--- config.mk ---
export PLATFORM = sky130hd
export DESIGN_NAME = seg7_scan_driver
export DESIGN_NICKNAME = d
export VERILOG_FILES = /design/src/rtl/seg7_scan_driver.sv
export SDC_FILE = /design/constraint.sdc
export NUM_CORES = 1
export LEC_CHECK = 0
export ABC_CLOCK_PERIOD_IN_PS = 6100
export CAP_MARGIN = 40
export CORE_ASPECT_RATIO = 1.5
export CORE_MARGIN = 4
export CORE_UTILIZATION = 30
export DETAILED_ROUTE_END_ITERATION = 12
export HOLD_SLACK_MARGIN = 0.08
export SYNTH_ARGS = -nofsm -noshare
export SYNTH_HDL_FRONTEND = slang
export SYNTH_SLANG_ARGS = --single-unit
--- constraint.sdc ---
create_clock -name clk -period 6.1 [get_ports clk]
set_input_delay 1.22 -clock clk [delete_from_list [all_inputs] [get_ports clk]]
set_output_delay 1.22 -clock clk [all_outputs]
set_load 0.01 [all_outputs]
--- src/rtl/seg7_scan_driver.sv ---
// Time-multiplexed common-anode 7-segment scanner with per-digit dp, enable mask and blank time.
// Optional leading-zero suppression is compiled in when SEG7_LZS_EN is defined.
module seg7_scan_driver #(
    parameter int unsigned DIGITS = 8,
    parameter int unsigned DIV    = 1024,
    parameter int unsigned BLANK  = 2
) (
    input  logic                  clk,
    input  logic                  rst_n,
    input  logic                  load,
    input  logic [4*DIGITS-1:0]   data,
    input  logic [DIGITS-1:0]     dp,
    input  logic [DIGITS-1:0]     en,
    output logic [6:0]            seg,
    output logic                  dp_n,
    output logic [DIGITS-1:0]     an,
    output logic                  frame
);

    localparam int unsigned CW = (DIV > 1) ? $clog2(DIV) : 1;
    localparam int unsigned IW = (DIGITS > 1) ? $clog2(DIGITS) : 1;
    localparam logic [CW-1:0] CNT_MAX = CW'(DIV - 1);
    localparam logic [IW-1:0] IDX_MAX = IW'(DIGITS - 1);
    localparam logic [6:0]    SEG_OFF = 7'h7F;

    if (DIGITS < 2) begin : g_bad_digits
        $error("seg7_scan_driver: DIGITS must be at least 2");
    end
    if (DIV < 2) begin : g_bad_div
        $error("seg7_scan_driver: DIV must be at least 2");
    end
    if (BLANK >= DIV) begin : g_bad_blank
        $error("seg7_scan_driver: BLANK must be less than DIV");
    end

    // Active-low {g,f,e,d,c,b,a} hex font
    function automatic logic [6:0] hex7(input logic [3:0] nib);
        logic [6:0] s;
        case (nib)
            4'h0:    s = 7'b1000000;
            4'h1:    s = 7'b1111001;
            4'h2:    s = 7'b0100100;
            4'h3:    s = 7'b0110000;
            4'h4:    s = 7'b0011001;
            4'h5:    s = 7'b0010010;
            4'h6:    s = 7'b0000010;
            4'h7:    s = 7'b1111000;
            4'h8:    s = 7'b0000000;
            4'h9:    s = 7'b0010000;
            4'hA:    s = 7'b0001000;
            4'hB:    s = 7'b0000011;
            4'hC:    s = 7'b1000110;
            4'hD:    s = 7'b0100001;
            4'hE:    s = 7'b0000110;
            default: s = 7'b0001110;
        endcase
        return s;
    endfunction

    logic [CW-1:0]         cnt;
    logic [IW-1:0]         idx;
    logic [4*DIGITS-1:0]   data_sh;
    logic [DIGITS-1:0]     dp_sh;
    logic [DIGITS-1:0]     en_sh;
    logic                  slot_en;

    logic                  tick;
    logic [CW-1:0]         cnt_next;
    logic [IW-1:0]         idx_next;
    logic                  slot_en_next;
    logic                  blank_ok;
    logic                  blank_digit;
    logic [3:0]            nib_next;
    logic [6:0]            seg_next;
    logic                  dp_n_next;
    logic [DIGITS-1:0]     an_next;
    logic                  frame_next;

`ifdef SEG7_LZS_EN
    logic [DIGITS-1:0]     lz;
    logic                  zero_run;

    // A digit is suppressed while every nibble from the top down to it is zero; digit 0 never is
    always_comb begin
        lz       = '0;
        zero_run = 1'b1;
        for (int i = DIGITS - 1; i >= 1; i--) begin
            zero_run = zero_run & (data_sh[4*i +: 4] == 4'h0);
            lz[i]    = zero_run;
        end
    end
`endif

    // Anodes stay off for the first BLANK cycles of every slot
    if (BLANK == 0) begin : g_no_blank
        assign blank_ok = 1'b1;
    end else begin : g_blank
        assign blank_ok = (cnt_next >= CW'(BLANK));
    end

    // Prescaler, scan index and next-slot decode from the current shadow
    always_comb begin
        tick         = (cnt == CNT_MAX);
        cnt_next     = cnt + CW'(1);
        idx_next     = idx;
        slot_en_next = slot_en;
        frame_next   = 1'b0;
        if (tick) begin
            cnt_next     = '0;
            idx_next     = (idx == IDX_MAX) ? '0 : idx + IW'(1);
            slot_en_next = en_sh[idx_next];
            frame_next   = (idx == IDX_MAX);
        end

        nib_next = data_sh[4*idx_next +: 4];
`ifdef SEG7_LZS_EN
        blank_digit = lz[idx_next];
`else
        blank_digit = 1'b0;
`endif
        seg_next  = SEG_OFF;
        dp_n_next = 1'b1;
        if (en_sh[idx_next]) begin
            seg_next  = blank_digit ? SEG_OFF : hex7(nib_next);
            dp_n_next = ~dp_sh[idx_next];
        end

        an_next = '1;
        if (slot_en_next && blank_ok) begin
            an_next = ~(DIGITS'(1) << idx_next);
        end
    end

    always_ff @(posedge clk or negedge rst_n) begin
        if (!rst_n) begin
            cnt     <= '0;
            idx     <= '0;
            slot_en <= 1'b0;
            data_sh <= '0;
            dp_sh   <= '0;
            en_sh   <= '0;
            seg     <= SEG_OFF;
            dp_n    <= 1'b1;
            an      <= '1;
            frame   <= 1'b0;
        end else begin
            cnt     <= cnt_next;
            idx     <= idx_next;
            slot_en <= slot_en_next;
            an      <= an_next;
            frame   <= frame_next;
            // Segments change only at slot boundaries so they settle before the anode lights
            if (tick) begin
                seg  <= seg_next;
                dp_n <= dp_n_next;
            end
            if (load) begin
                data_sh <= data;
                dp_sh   <= dp;
                en_sh   <= en;
            end
        end
    end

endmodule

==> results of run 1 <==
layout by cell type (no fill, tap or decap), drive strengths merged, types with 8 or more instances in the layout:
cell type / instances
inv: 13
nand4: 8
clkdlybuf4s50: 65
clkbuf: 11
mux2i: 12
dfstp: 16
a21oi: 16
nor2: 20
o21ai: 15
nand2: 19
dfrtp: 63
nand3: 15
mux2: 48
through the flow:
stage          worst slack, ns  instance area [um^2]
2_1_floorplan             2.94                  4230
3_3_place_gp              2.26                  4970
3_5_place_dp              2.10                  5020
4_1_cts                   2.07                  5390
5_1_grt                   1.74                  5390
6_report                  2.07                  5390
worst paths after layout:
kind	start	endpoint	cells past startpoint
worst min-delay path	slot_en	slot_en	2
max in group asynchronous	rst_n	an[7]	2
min in group asynchronous	rst_n	data_sh[20]	1
worst max-delay path	cnt[0]	seg[4]	13
worst max register to register	cnt[0]	seg[4]	13
worst min register to register	slot_en	slot_en	2
sequential cells by signal, summed over array words and instances (netlist names):
| signal | flops |
|---|---|
| frame | 1 |
| seg | 7 |
| en_sh | 8 |
| an | 8 |
| dp_sh | 8 |
| cnt | 10 |
| data_sh | 32 |
| dp_n | 1 |
| idx | 3 |
| slot_en | 1 |
metal layers:
layer | track usage (%) | vias up | share of wire, %
met5 | 0 | - | 0
met4 | 7.25 | 0 | 3.7
met3 | 3.08 | 24 | 4.4
met2 | 24.4 | 90 | 53
met1 | 16.2 | 1608 | 39
li1 | - | 1504 | -
synthesized netlist by cell type, types with 7 or more instances:
cell	count
mux2_2	48
dfrtp_1	63
clkbuf_1	7
mux2i_1	12
dfstp_2	16
a21oi_1	15
inv_1	11
nor2_1	20
nand2_1	19
ha_1	7
nand3_1	15
nand2b_1	7
o21ai_0	15
critical path, stage by stage, from the launching register on:
cell,delay [ns]
dfrtp_1,0.43
ha_1,0.34
and4_1,0.47
a31oi_1,0.25
nor2_1,0.39
inv_1,0.34
mux2_2,0.36
a21oi_1,0.31
or2_2,0.20
inv_1,0.06
ha_1,0.22
o21ai_0,0.13
o2bb2ai_1,0.11
o32a_1,0.33
power by group through the flow:
stage          logic (W)  registers, W  clock network [W]
3_3_place_gp    0.000132      0.000589                  0
5_1_grt         0.000153      0.000583           0.000702
6_report        0.000139      0.000579           0.000669
2_1_floorplan  0.0000783      0.000578                  0
3_5_place_dp    0.000140      0.000589                  0
4_1_cts         0.000141      0.000580           0.000678
logic make-up after synthesis:
| kind of cell | synth area share [%] |
|---|---|
| DFF | 47.2 |
| muxes | 16.7 |
| and+or+nand+nor | 12.7 |
| buffers and inverters | 4.26 |
| AOI/OAI and AO/OA | 14.9 |
| xor gates and xnor gates | 2.07 |
| adders and majority gates | 2.07 |
cell type report:
type,instances,share of cell area [%]
multi-input cells,258,38.0
flip-flops and latches,79,37.1
repair buffers,70,13.3
clock buffers,11,4.51
well taps,162,3.76
clock inverters,5,2.39
inverters,13,0.906
==> impl_metrics.csv, run 1 <==
group,metric,value,unit
timing,rsz0062_at_grt,"no",
setup_path,path_max_fanout,11,
placed_design,place_congestion,0.977,
power,power,0.00139,W
setup_path,r2r_slack,2.07,ns
power,p_per_area,258,mW/mm^2
power,p_leak,2.11,nW
cts,clk_pin_slew,0.06,ns
layout,nets,489,
die,die_area,0.0161,mm^2
timing,fmax,0.248,GHz
synth,yosysTopAreaCellShare,37.3,%
timing,maxSlewHeadroom,57.3,%
detailed_routing,vias,3226,
cts,insertion_delay,0.34,ns
placed_design,io_buffers,67,
synth,async_flop_share,100,%
layout,drive_gt1_share,23.6,%
detailed_routing,initialDrtViolationCount,258,
layout,antenna_cells,0,
timing,slew_violations,0,
cts,post_cts_buffers,0,
detailed_routing,wl_per_cell,18.4,um
grt,grt_pass1_vias,3375,
timing,final.setup.tns,0,ns
power,p_int,0.00109,W
die,rows,52,
die,start_util,30.9,%
die,die_y,153,um
timing,finalCriticalPeriod,4.03,ns
setup_path,path_class,"reg2reg",
grt,grt_max_degree,49,
synth,ys_top_cells_by_area,"dfrtp_1 (37%), mux2_2 (13%), dfstp_2 (9.9%)",
cts,clockBufferDepth,2,
grt,grt_overflow_total,0,
die,core_region_area,0.0137,mm^2
synth,synth_edf_count,0,
synth,syn-num-nets,431,
synth,yosysUniqueCellTypes,68,
setup_path,critPathArrivalTime,4.30,ns
setup_path,worstPathRequired,6.37,ns
layout,fillers,1328,
layout,syn2layout_area_growth,27.5,%
layout,multiInputGateArea,0.00205,mm^2
cts,cts_tree,"done",
layout,stdcell_count,598,
synth,synth_warnings,0,
power,clkPwrFrac,48.2,%
power,ir_worst_vdd,0.144,mV
cts,cts.sinks,79,
power,p_sw,0.000297,W
timing,skew,0.00635,ns
hold_path,hold_class,"reg2reg",
synth,synth.largest_area_cell,"dfrtp_1",
cts,cts_resized,0,
timing,period_share,66.1,%
timing,tightest_slew,0.640,ns
detailed_routing,finalWirelength,11000,um
timing,hold_viol,0,
grt,grt_util_all_layers,14.1,%
die,die_w,105,um
detailed_routing,route.detailed.drc,0,
cts,cts-root-buf,"clkbuf_16",
cts,htreeDepth,3,
placed_design,hpwl,8500,um
synth,synth_top_flop_cell,"dfrtp_1",
synth,yosysSeqAreaShare,47.2,%
placed_design,dp_cells,582,
layout,finish.utilization,39.4,%
outcome,status,"finished, final reports clean",
power,power_frac_comb,10.0,%
synth,yosys_register_bits,79,
power,swShare,21.4,%
synth,synth_cells,373,
layout,seqCellArea,0.00200,mm^2
synth,synth_area_per_cell,11.3,um^2
die,boundaryPins,68,
grt,grt_pass1_wl,17800,um
detailed_routing,drt_pass1_iterations,4,
power,seq_power_share,41.7,%
cts,cts_buffers,9,
synth,syn_area,0.00423,mm^2
timing,hold-worst-slack,0.480,ns
cts,hold_buffers,0,
grt,grt_antenna_before_repair,0,
setup_path,endpoint_kind,"flip-flop",
timing,setup_viol,0,
detailed_routing,ant_nets,0,
detailed_routing,avgViaCountPerCell,5.39,
setup_path,start_kind,"flip-flop",
flow_run,cap_violations,0,
Power figures use the tool's default switching activity.
==> inputs of run 2 (changes only) <==
--- a/config.mk
+++ b/config.mk
@@ -5,7 +5,7 @@
 export SDC_FILE = /design/constraint.sdc
 export NUM_CORES = 1
 export LEC_CHECK = 0
-export ABC_CLOCK_PERIOD_IN_PS = 6100
+export ABC_CLOCK_PERIOD_IN_PS = 3400
 export CAP_MARGIN = 40
 export CORE_ASPECT_RATIO = 1.5
 export CORE_MARGIN = 4
==> constraint.sdc (replaced) <==
create_clock -name clk -period 3.4 [get_ports clk]
set_input_delay 0.68 -clock clk [delete_from_list [all_inputs] [get_ports clk]]
set_output_delay 0.68 -clock clk [all_outputs]
set_load 0.01 [all_outputs]
==> impl_metrics.csv, run 2 (synthesis gave the netlist of run 1 again) <==
group,metric,value,unit
cts,cts-root-buf,"clkbuf_16",
setup_path,worstPathRequired,3.68,ns
timing,hold_viol,0,
layout,largest_reg_flops,32,
die,die_w,105,um
power,p_per_area,422,mW/mm^2
power,p_leak,2.16,nW
detailed_routing,initialDrtViolationCount,278,
layout,drive_gt1_share,27.6,%
cts,hold_buffers,0,
detailed_routing,drt_pass1_iterations,4,
cts,cts_resized,0,
placed_design,hpwl,8650,um
timing,setup_viol,0,
setup_path,start_kind,"flip-flop",
layout,multiInputGateArea,0.00207,mm^2
timing,finalCriticalPeriod,3.20,ns
setup_path,path_max_fanout,7,
detailed_routing,avgViaCountPerCell,5.25,
layout,antenna_cells,0,
cts,post_cts_buffers,0,
cts,cts_tree,"done",
die,start_util,30.9,%
setup_path,critPathArrivalTime,3.48,ns
grt,grt_overflow_total,0,
grt,grt_pass1_vias,3393,
timing,fmax,0.313,GHz
timing,skew,0.00570,ns
layout,final_common_cell,"clkdlybuf4s50_1",
timing,period_share,94.0,%
layout,syn2layout_area_growth,29.4,%
timing,hold-worst-slack,0.307,ns
timing,slew_violations,0,
setup_path,reg2reg_to,"seg[0]",
detailed_routing,dr_wl_met3,360,um
placed_design,dp_cells,599,
setup_path,path_class,"reg2reg",
die,boundaryPins,68,
setup_path,endpoint_kind,"flip-flop",
timing,maxSlewHeadroom,65.3,%
layout,stdcell_count,615,
detailed_routing,ant_nets,0,
cts,clockBufferDepth,2,
die,core_region_area,0.0137,mm^2
cts,clk_pin_slew,0.06,ns
timing,tightest_slew,0.521,ns
layout,seqCellArea,0.00200,mm^2
die,die_y,153,um
grt,grt_antenna_before_repair,0,
setup_path,rr_startpoint,"cnt[0]",
placed_design,io_buffers,67,
outcome,status,"finished, final reports clean",
cts,cts_buffers,9,
die,die_area,0.0161,mm^2
cts,htreeDepth,3,
grt,grt_max_degree,42,
flow_run,cap_violations,0,
hold_path,hold_class,"in2async",
layout,nets,506,
layout,fillers,1351,
die,rows,52,
layout,largestRegisters,"data_sh: 32 flops, cnt: 10 flops",
grt,grt_pass1_wl,18000,um
detailed_routing,top_layer_used,"met4",
grt,grt_util_all_layers,14.2,%
detailed_routing,dr_wl_met2,6010,um
cts,insertion_delay,0.34,ns
detailed_routing,vias,3231,
cts,cts.sinks,79,
layout,final_cell_mix,"clkdlybuf4s50_1 (65), dfrtp_1 (63), mux2_2 (48), nor2_1 (20)",
detailed_routing,wirelength_met1,4390,um
power,ir_worst_vdd,0.268,mV
layout,regMostFlops,"data_sh",
setup_path,reg2reg_depth,13,
detailed_routing,finalWirelength,11100,um
detailed_routing,wl_per_cell,18.0,um
placed_design,place_congestion,0.908,
detailed_routing,route.detailed.drc,0,
setup_path,r2r_slack,0.20,ns
-- run 2: cell count changes in the layout (fill, tap and decap cells not counted), sizes merged --
cell / change
buf: +17
bufinv: -2
clkinvlp: +2
clkbuf: -1
clkinv: +1
-- run 2: worst max-delay path by stage --
stage | startpoint | end | slack, ns | cells past startpoint
3_5_place_dp | cnt[0] | seg[4] | 0.12 | 13
6_report | cnt[0] | seg[0] | 0.20 | 13
5_1_grt | cnt[0] | seg[4] | -0.0001 | 13
2_1_floorplan | cnt[0] | seg[0] | 0.24 | 15
3_3_place_gp | cnt[0] | seg[4] | 0.23 | 13
4_1_cts | cnt[0] | seg[4] | 0.1 | 13
-- run 2: report_power, final --
| part | internal, W | leakage, nW | total (W) | switching [W] |
|---|---|---|---|---|
| registers | 0.000999 | 0.924 | 0.00104 | 0.0000386 |
| logic | 0.000147 | 1.09 | 0.000251 | 0.000103 |
| clock network | 0.000640 | 0.148 | 0.00102 | 0.000382 |
-- run 2: cell type report --
type / count / area share [%]
Timing Repair Buffer: 87 / 15.3
Sequential cell: 79 / 36.5
Inverter: 13 / 0.892
Multi-Input combinational cell: 258 / 37.8
Tap cell: 162 / 3.71
Clock buffer: 10 / 4.19
Clock inverter: 6 / 1.56
-- run 2: through the flow --
| stage | util [%] | instance area [um^2] | setup slack, ns | total power [W] | TNS, ns |
|---|---|---|---|---|---|
| 3_3_place_gp | 37.3 | 5100 | 0.232 | 0.00130 | 0 |
| 5_1_grt | 40.0 | 5470 | -0.0000973 | 0.00241 | -0.0000973 |
| 3_5_place_dp | 37.6 | 5140 | 0.120 | 0.00131 | 0 |
| 4_1_cts | 39.9 | 5450 | 0.0981 | 0.00234 | 0 |
| 6_report | 40.0 | 5470 | 0.202 | 0.00231 | 0 |
| 2_1_floorplan | - | 4230 | 0.235 | 0.00118 | 0 |
-- run 2: layer usage --
layer | track usage, % | up-vias
met5 | 0 | -
met3 | 2.36 | 14
met1 | 16.0 | 1609
met4 | 7.25 | 0
li1 | - | 1534
met2 | 25.5 | 74
-- run 2: worst max-delay path, cell delays in order (launching register included) --
cell,delay [ns]
dfrtp_1,0.42
ha_2,0.30
and3_2,0.28
and4_2,0.31
nor2_1,0.09
inv_1,0.14
o21ai_0,0.10
a22o_1,0.25
or2_2,0.34
inv_1,0.09
ha_1,0.20
a21bo_2,0.25
a22oi_1,0.17
o221a_1,0.21
==> inputs of run 3 (changes only) <==
--- a/config.mk
+++ b/config.mk
@@ -7,11 +7,13 @@
 export LEC_CHECK = 0
 export ABC_CLOCK_PERIOD_IN_PS = 3400
 export CAP_MARGIN = 40
+export CELL_PAD_IN_SITES_DETAIL_PLACEMENT = 1
+export CELL_PAD_IN_SITES_GLOBAL_PLACEMENT = 2
 export CORE_ASPECT_RATIO = 1.5
-export CORE_MARGIN = 4
 export CORE_UTILIZATION = 30
 export DETAILED_ROUTE_END_ITERATION = 12
 export HOLD_SLACK_MARGIN = 0.08
+export PLACE_DENSITY_LB_ADDON = 0.1
 export SYNTH_ARGS = -nofsm -noshare
 export SYNTH_HDL_FRONTEND = slang
 export SYNTH_SLANG_ARGS = --single-unit
==> impl_metrics.csv, run 3 (synthesis gave the netlist of run 1 again) <==
group,metric,value,unit
outcome,status,"finished, final reports clean",
detailed_routing,avgViaCountPerCell,5.29,
setup_path,crit_cells,13,
layout,multiInputGateArea,0.00207,mm^2
cts,hold_buffers,0,
timing,period_share,95.1,%
setup_path,endpoint_kind,"flip-flop",
cts,cts-root-buf,"clkbuf_16",
layout,regMostFlops,"data_sh",
timing,skew,0.00715,ns
die,die_y,147,um
placed_design,hpwl,9460,um
detailed_routing,drt_pass1_iterations,4,
grt,grt_pass1_vias,3613,
cts,cts.sinks,79,
setup_path,path_class,"reg2reg",
power,clkPwrFrac,44.3,%
setup_path,reg2reg_depth,13,
power,p_int,0.00174,W
power,p_leak,2.27,nW
die,die_area,0.0146,mm^2
setup_path,worstPathRequired,3.69,ns
cts,clk_pin_slew,0.07,ns
power,swShare,24.9,%
detailed_routing,finalWirelength,12100,um
setup_path,cp_slowest_stage_delay,0.40,ns
flow_run,cap_violations,0,
power,p_sw,0.000577,W
die,rows,52,
layout,largest_reg_flops,32,
timing,maxSlewHeadroom,60.4,%
grt,grt_antenna_before_repair,0,
detailed_routing,wl_per_cell,19.4,um
setup_path,path_max_fanout,15,
cts,htreeDepth,3,
timing,setup_viol,0,
layout,seqCellArea,0.00200,mm^2
power,ir_worst_vdd,0.223,mV
timing,rsz0062_at_grt,"yes",
cts,insertion_delay,0.35,ns
timing,slew_violations,0,
detailed_routing,route.detailed.drc,0,
power,p_per_area,417,mW/mm^2
die,boundaryPins,68,
layout,drive_gt1_share,29.2,%
layout,fillers,1501,
detailed_routing,vias,3319,
timing,finalCriticalPeriod,3.23,ns
setup_path,critPathBufInv,3,
grt,grt_max_degree,46,
hold_path,hold_class,"in2async",
placed_design,dp_cells,611,
setup_path,path_cells,"ha_2 > and4_1 > buf_4 > and4_1 > or2_1 > buf_4 > a21oi_1 > or2_2 > inv_1 > ha_2 > a21bo_2 > a22oi_1 > o221a_1",
layout,stdcell_count,627,
timing,hold-worst-slack,0.282,ns
die,core_region_area,0.0136,mm^2
layout,syn2layout_area_growth,31.5,%
placed_design,io_buffers,67,
grt,grt_util_all_layers,17.9,%
layout,antenna_cells,0,
cts,cts_buffers,9,
timing,fmax,0.309,GHz
power,seq_power_share,44.8,%
die,die_w,98.9,um
setup_path,critPathArrivalTime,3.52,ns
placed_design,place_congestion,0.830,
timing,hold_viol,0,
cts,cts_tree,"done",
power,power,0.00232,W
die,start_util,31.1,%
setup_path,path_delay_family,"simple AND/OR/NAND/NOR gates",
grt,grt_pass1_wl,19700,um
setup_path,cp_slowest_cell,"dfrtp_1",
power,power_frac_comb,10.9,%
timing,tightest_slew,0.592,ns
layout,nets,518,
cts,post_cts_buffers,0,
grt,grt_overflow_total,0,
detailed_routing,initialDrtViolationCount,85,
cts,clockBufferDepth,2,
setup_path,start_kind,"flip-flop",
detailed_routing,ant_nets,0,
layout,final_cell_mix,"clkdlybuf4s50_1 (65), dfrtp_1 (63), mux2_2 (48), buf_4 (32)",
layout,largestRegisters,"data_sh: 32 flops, cnt: 10 flops",
layout,final_common_cell,"clkdlybuf4s50_1",
## run 3: area by class of cell
type                            instances  share of cell area, %
Tap cell                              162                   3.65
Multi-Input combinational cell        258                   37.2
Inverter                               13                  0.878
Clock buffer                           11                   4.95
Clock inverter                          5                  0.788
Sequential cell                        79                   35.9
Timing Repair Buffer                   99                   16.6
## run 3: power by group through the flow
stage                     clock, W  combinational (W)  sequential, W
after floorplan                  0           0.000140        0.00104
after global placement           0           0.000249        0.00105
after detailed placement         0           0.000257        0.00105
after CTS                  0.00105           0.000259        0.00104
after global routing       0.00109           0.000281        0.00104
final                      0.00102           0.000253        0.00104
## run 3: path summary, 6_finish.rpt
path | end | slack (ns) | start
worst min-delay path | cnt[4] | 0.28 | rst_n
worst min register to register | slot_en | 0.51 | slot_en
min in group clk | slot_en | 0.51 | slot_en
max in group asynchronous | en_sh[7] | 2.53 | rst_n
worst max register to register | seg[0] | 0.17 | cnt[1]
worst max-delay path | seg[0] | 0.17 | cnt[1]
## run 3: stage by stage
step                utilization (%)  setup slack [ns]  TNS, ns  instance area, um^2
detailed placement             38.4            0.0116        0                 5220
global placement               38.2           -0.0325  -0.0325                 5190
floorplan                         -             0.235        0                 4230
global route                   40.9           -0.0367  -0.0776                 5560
CTS                            40.7            0.0140        0                 5540
finish                         40.9             0.167        0                 5560
## run 3: what timing repair did
| action | CTS | global route |
|---|---|---|
| endpoints found under the setup margin | 2 | 7 |
| gates cloned | 0 | 0 |
| resized for setup | 1 | 6 |
| pin swaps | 0 | 1 |
## run 3: metal layers
| metal | global-route usage (%) | vias up | part of all wire [%] |
|---|---|---|---|
| li1 | - | 1553 | - |
| met1 | 21.4 | 1679 | 42 |
| met2 | 31.2 | 63 | 52 |
| met3 | 3.12 | 24 | 2.7 |
| met4 | 8.13 | 0 | 3.1 |
| met5 | 0 | - | 0 |
